===== src/rtl/pe_seq_pkg.sv =====
// Shared types and constants for the PE row sequencer: FSM states,
// weight-register addresses and the default output FIFO depth.
package pe_seq_pkg;

    typedef enum logic [1:0] {
        IDLE  = 2'd0,
        RUN   = 2'd1,
        DRAIN = 2'd2
    } state_t;

    localparam logic [1:0] CFG_W1 = 2'd0;
    localparam logic [1:0] CFG_W2 = 2'd1;
    localparam logic [1:0] CFG_W3 = 2'd2;

    localparam int DEF_FIFO_DEPTH = 4;

endpackage


===== src/rtl/pe_out_fifo.sv =====
// Synchronous FIFO for PE results: 8-bit data plus an end-of-row flag,
// with fall-through head and occupancy reporting.
module pe_out_fifo #(
    parameter  int DEPTH = 4,
    localparam int CNT_W = $clog2(DEPTH + 1)
) (
    input  logic             clk,
    input  logic             rstn,
    input  logic             push,
    input  logic [7:0]       push_data,
    input  logic             push_last,
    input  logic             pop,
    output logic [7:0]       head_data,
    output logic             head_last,
    output logic [CNT_W-1:0] count,
    output logic             full,
    output logic             empty
);
    localparam int PTR_W = (DEPTH > 1) ? $clog2(DEPTH) : 1;

    logic [8:0]       mem [DEPTH];
    logic [PTR_W-1:0] wr_ptr, rd_ptr;

    function automatic logic [PTR_W-1:0] ptr_next(input logic [PTR_W-1:0] p);
        return (p == PTR_W'(DEPTH - 1)) ? '0 : p + PTR_W'(1);
    endfunction

    // NOTE: the storage array is cleared on reset too, so nothing stale
    // from an aborted row can ever reappear at the head.
    always_ff @(posedge clk) begin
        if (!rstn) begin
            for (int i = 0; i < DEPTH; i++) mem[i] <= '0;
            wr_ptr <= '0;
            rd_ptr <= '0;
            count  <= '0;
        end else begin
            if (push) begin
                mem[wr_ptr] <= {push_last, push_data};
                wr_ptr      <= ptr_next(wr_ptr);
            end
            if (pop) rd_ptr <= ptr_next(rd_ptr);
            case ({push, pop})
                2'b10:   count <= count + CNT_W'(1);
                2'b01:   count <= count - CNT_W'(1);
                default: count <= count;
            endcase
        end
    end

    assign head_data = mem[rd_ptr][7:0];
    assign head_last = mem[rd_ptr][8];
    assign full      = (count == CNT_W'(DEPTH));
    assign empty     = (count == '0);

endmodule


===== src/rtl/pe_row_sequencer.sv =====
// Streams one image row through the 3-tap PE: builds the sliding window,
// issues it under a credit limit and buffers results in pe_out_fifo.
module pe_row_sequencer
    import pe_seq_pkg::*;
#(
    parameter int FIFO_DEPTH = DEF_FIFO_DEPTH,
    parameter int LEN_W      = 12
) (
    input  logic             clk,
    input  logic             rstn,
    input  logic             cfg_we,
    input  logic [1:0]       cfg_addr,
    input  logic [7:0]       cfg_wdata,
    input  logic [LEN_W-1:0] row_len,
    input  logic             start,
    output logic             busy,
    output logic             done,
    input  logic [7:0]       s_tdata,
    input  logic             s_tvalid,
    output logic             s_tready,
    output logic [7:0]       pe_w1,
    output logic [7:0]       pe_w2,
    output logic [7:0]       pe_w3,
    output logic [23:0]      pe_p,
    output logic             pe_p_valid,
    input  logic [7:0]       pe_o,
    input  logic             pe_o_valid,
    output logic [7:0]       m_tdata,
    output logic             m_tvalid,
    input  logic             m_tready,
    output logic             m_tlast
);
    localparam int CNT_W = $clog2(FIFO_DEPTH + 1);

    state_t           state_q, state_d;
    logic [7:0]       w1, w2, w3;
    logic [LEN_W-1:0] len, in_cnt, out_cnt;
    logic [CNT_W-1:0] credits, fifo_count;
    logic [15:0]      win;
    logic             accept, issue, pop;
    logic             start_ok, short_start, final_pop;
    logic             fifo_last_in, fifo_head_last, fifo_full, fifo_empty;
    logic [7:0]       fifo_head_data;

    assign accept   = s_tvalid && s_tready;
    assign issue    = accept && (in_cnt >= LEN_W'(2));
    assign m_tvalid = !fifo_empty;
    assign m_tdata  = fifo_head_data;
    assign m_tlast  = m_tvalid && fifo_head_last;
    assign pop      = m_tvalid && m_tready;
    assign pe_w1    = w1;
    assign pe_w2    = w2;
    assign pe_w3    = w3;

    // Index of the entry being pushed = results already popped + results still queued.
    assign fifo_last_in = (out_cnt + LEN_W'(fifo_count)) == (len - LEN_W'(3));

    // NOTE: every signal driven here gets a default first, so no path can
    // leave one unassigned and infer a latch.
    always_comb begin
        state_d     = state_q;
        s_tready    = 1'b0;
        start_ok    = 1'b0;
        short_start = 1'b0;
        final_pop   = 1'b0;
        case (state_q)
            IDLE: begin
                if (start && row_len >= LEN_W'(3)) begin
                    start_ok = 1'b1;
                    state_d  = RUN;
                end else if (start) begin
                    short_start = 1'b1;
                end
            end
            RUN: begin
                s_tready = (in_cnt < len) &&
                           ((in_cnt < LEN_W'(2)) || (credits < CNT_W'(FIFO_DEPTH)));
                if (s_tvalid && s_tready && in_cnt == len - LEN_W'(1)) state_d = DRAIN;
            end
            DRAIN: begin
                if (pop && m_tlast) begin
                    final_pop = 1'b1;
                    state_d   = IDLE;
                end
            end
            default: state_d = IDLE;
        endcase
    end

    // NOTE: state is updated with non-blocking assignments so every register
    // samples the pre-edge values, independent of statement order.
    always_ff @(posedge clk) begin
        if (!rstn) state_q <= IDLE;
        else       state_q <= state_d;
    end

    always_ff @(posedge clk) begin
        if (!rstn) begin
            w1 <= '0; w2 <= '0; w3 <= '0;
            len        <= '0;
            in_cnt     <= '0;
            out_cnt    <= '0;
            credits    <= '0;
            win        <= '0;
            pe_p       <= '0;
            pe_p_valid <= 1'b0;
            busy       <= 1'b0;
            done       <= 1'b0;
        end else begin
            done       <= short_start || final_pop;
            pe_p_valid <= 1'b0;
            if (state_q == IDLE && cfg_we) begin
                case (cfg_addr)
                    CFG_W1:  w1 <= cfg_wdata;
                    CFG_W2:  w2 <= cfg_wdata;
                    CFG_W3:  w3 <= cfg_wdata;
                    default: ;
                endcase
            end
            if (start_ok) begin
                len     <= row_len;
                in_cnt  <= '0;
                out_cnt <= '0;
                busy    <= 1'b1;
            end
            if (accept) begin
                win    <= {win[7:0], s_tdata};
                in_cnt <= in_cnt + LEN_W'(1);
            end
            if (issue) begin
                pe_p       <= {win, s_tdata};
                pe_p_valid <= 1'b1;
            end
            if (pop) out_cnt <= out_cnt + LEN_W'(1);
            case ({issue, pop})
                2'b10:   credits <= credits + CNT_W'(1);
                2'b01:   credits <= credits - CNT_W'(1);
                default: credits <= credits;
            endcase
            if (final_pop) busy <= 1'b0;
        end
    end

    pe_out_fifo #(.DEPTH(FIFO_DEPTH)) u_fifo (
        .clk       (clk),
        .rstn      (rstn),
        .push      (pe_o_valid),
        .push_data (pe_o),
        .push_last (fifo_last_in),
        .pop       (pop),
        .head_data (fifo_head_data),
        .head_last (fifo_head_last),
        .count     (fifo_count),
        .full      (fifo_full),
        .empty     (fifo_empty)
    );

    a_no_overflow: assert property (@(posedge clk) disable iff (!rstn) !(pe_o_valid && fifo_full));
    a_credit_cap:  assert property (@(posedge clk) disable iff (!rstn) credits <= CNT_W'(FIFO_DEPTH));

endmodule


===== config.mk =====
export PLATFORM = sky130hd
export DESIGN_NAME = pe_row_sequencer
export DESIGN_NICKNAME = d
export VERILOG_FILES = /design/src/rtl/pe_seq_pkg.sv /design/src/rtl/pe_out_fifo.sv /design/src/rtl/pe_row_sequencer.sv
export SDC_FILE = /design/constraint.sdc
export NUM_CORES = 1
export LEC_CHECK = 0
export CORE_MARGIN = 2
export CORE_UTILIZATION = 55
export DETAILED_ROUTE_END_ITERATION = 12
export PLACE_DENSITY = 0.8
export SYNTH_ARGS = -nofsm -noshare
export SYNTH_HDL_FRONTEND = slang
export SYNTH_HIERARCHICAL = 1
export SYNTH_SLANG_ARGS = --single-unit

===== constraint.sdc =====
create_clock -name clk -period 3.9 [get_ports clk]
set_input_delay 0.78 -clock clk [delete_from_list [all_inputs] [get_ports clk]]
set_output_delay 0.78 -clock clk [all_outputs]
set_load 0.005 [all_outputs]

==> reports/qor.yml <==
grt.total_usage: 0.258
rows: 42
slew_headroom: 0.391
worstMarginPinSlew_ns: 0.913
cts_tree: "yes"
finalSetupTns_ns: 0
ant_nets: 0
power_density_mw_per_mm2: 451
num_vias: 6312
io_pins: 107
crit_type: "register to primary output"
crit_required_ns: 3.12
dieHeight_um: 121
dp_slack_ns: 0.628
clkPwrFrac: 0.383
dieArea_mm2: 0.0147
rsz0062_at_grt: "no"
r2r_start: "len[5]$_SDFFE_PN0P_"
end_kind: "primary output"
ir_drop_mv: 0.333
drtPass1Iterations: 5
hold_class: "register to register"
top_layer: "met4"
finalNetCount: 993
clk_path_buf_depth: 2
wl_met2_mm: 8.75
hold_viol: 0
startpoint: "len[5]$_SDFFE_PN0P_"
reg2reg_depth: 12
status: "complete, no violations"
fin_crit_ns: 3.65
wl_mm: 18.5
hold_depth: 2
insertedDiodeCount: 0
initial_utilization: 0.567
rrSetupSlack_ns: 0.78
core-area_mm2: 0.0133
insertion_delay_ns: 0.43
maxCapViolations: 0
p_leak_nw: 3.48
p_int_w: 0.00305
h-tree-depth: 4
die_w_um: 121
route.met3.wl_mm: 1.47
final_cell_mix: "nand2_1 (119), dfxtp_1 (117), clkdlybuf4s50_1 (105)"
cts_buffers: 17
gp_congestion: 0.860
syn2layout_area_growth_pct: 22.9
switchingPower_w: 0.00113
syn_nets: 906
clock_skew_ns: 0.00772
drc: 0
clock_sinks: 153
pwr-share-comb: 0.185
fmax_mhz: 274
fin_ws_ns: 0.253
root_buffer: "clkbuf_16"
cts-resized-gates: 0
post_cts_buffers: 0
grt_max_degree: 65
final_layout_size_suffix_gt1_frac: 0.0642
grt_pass1_vias: 6052
start_kind: "register"
path_max_fanout: 8
synth-warning-count: 6
crit_arrival_ns: 2.87
layout.cells.most_common: "nand2_1"
drtIter0Drc: 581
synth_area_per_cell_um2: 9.04
finish.utilization: 0.697
finalCritPeriodShare: 0.935
finalSetupViolCount: 0
antenna_found_initial: 0
seqPwrFrac: 0.432
switching_share: 0.271
via_per_inst: 5.69
slew_viol_final: 0
synth_area_mm2: 0.00754
post_drt_wl_per_cell_um: 16.6
portBuffers: 106
wl_met1_mm: 7.90
netlist_instances: 834
grt_pass1_wl_mm: 29.5
dp_hpwl_mm: 12.7
grt_overflow: 0
holdBufCountCts: 0
crit_end: "s_tready"
clk_pin_slew_ns: 0.06
reg2reg_to: "credits[2]$_SDFFE_PN0P_"
==> area by class of cell <==
class                           instances  area [µm²]
Clock buffer                           21         450
Inverter                               25        93.8
Timing Repair Buffer                  117        1140
Fill cell                            1050        4030
Sequential cell                       153        3420
Clock inverter                         11         120
Multi-Input combinational cell        607        3820
Tap cell                              176         220
==> power groups by stage <==
| stage | logic (W) | clock network [W] | registers, W |
|---|---|---|---|
| after floorplan | 0.000522 | 0 | 0.00178 |
| after global placement | 0.000746 | 0 | 0.00183 |
| after detailed placement | 0.000764 | 0 | 0.00184 |
| after CTS | 0.000774 | 0.00163 | 0.00180 |
| after global routing | 0.000857 | 0.00169 | 0.00182 |
| final | 0.000773 | 0.00160 | 0.00180 |
==> worst min-delay path by stage <==
stage / end / startpoint / slack (ns)
finish: win[15]$_SDFFE_PN0P_ / win[15]$_SDFFE_PN0P_ / 0.46
CTS: win[12]$_SDFFE_PN0P_ / win[12]$_SDFFE_PN0P_ / 0.46
global route: win[12]$_SDFFE_PN0P_ / win[12]$_SDFFE_PN0P_ / 0.48
global placement: win[10]$_SDFFE_PN0P_ / win[10]$_SDFFE_PN0P_ / 0.45
floorplan: pe_p[16]$_SDFFE_PN0P_ / win[8]$_SDFFE_PN0P_ / 0.44
detailed placement: win[12]$_SDFFE_PN0P_ / win[12]$_SDFFE_PN0P_ / 0.45
==> sequential cells by signal, indices dropped and copies added, names as in the netlist, 3 cells and up, named ones only <==
signal	count
pe_p	24
pe_w3	8
out_cnt	12
pe_w1	8
in_cnt	12
win	16
len	12
u_fifo/mem	36
u_fifo/count	3
pe_w2	8
credits	3
==> worst max-delay path: stages, from the launching register on <==
cell and delay (ns):
dfxtp_1 0.51, inv_1 0.10, ha_1 0.33, a21oi_1 0.18
o21ai_0 0.09, o21ai_0 0.44, and4_1 0.28, clkdlybuf4s50_1 0.50
==> through the flow <==
| stage | total power (W) | hold WS (ns) | cells | cell area [µm²] |
|---|---|---|---|---|
| floorplan | 0.00231 | 0.436 | 834 | 7540 |
| global placement | 0.00258 | 0.446 | 1078 | 8700 |
| detailed placement | 0.00260 | 0.452 | 1078 | 8700 |
| CTS | 0.00420 | 0.461 | 1110 | 9270 |
| global route | 0.00436 | 0.476 | 1110 | 9270 |
| finish | 0.00418 | 0.460 | 1110 | 9270 |
==> routing by layer <==
| metal | vias up | track usage |
|---|---|---|
| li1 | 3092 | - |
| met1 | 2953 | 0.323 |
| met2 | 235 | 0.426 |
| met3 | 32 | 0.0677 |
| met4 | 0 | 0.103 |
| met5 | - | 0 |
Note: power is estimated with default switching activity, not from simulation.
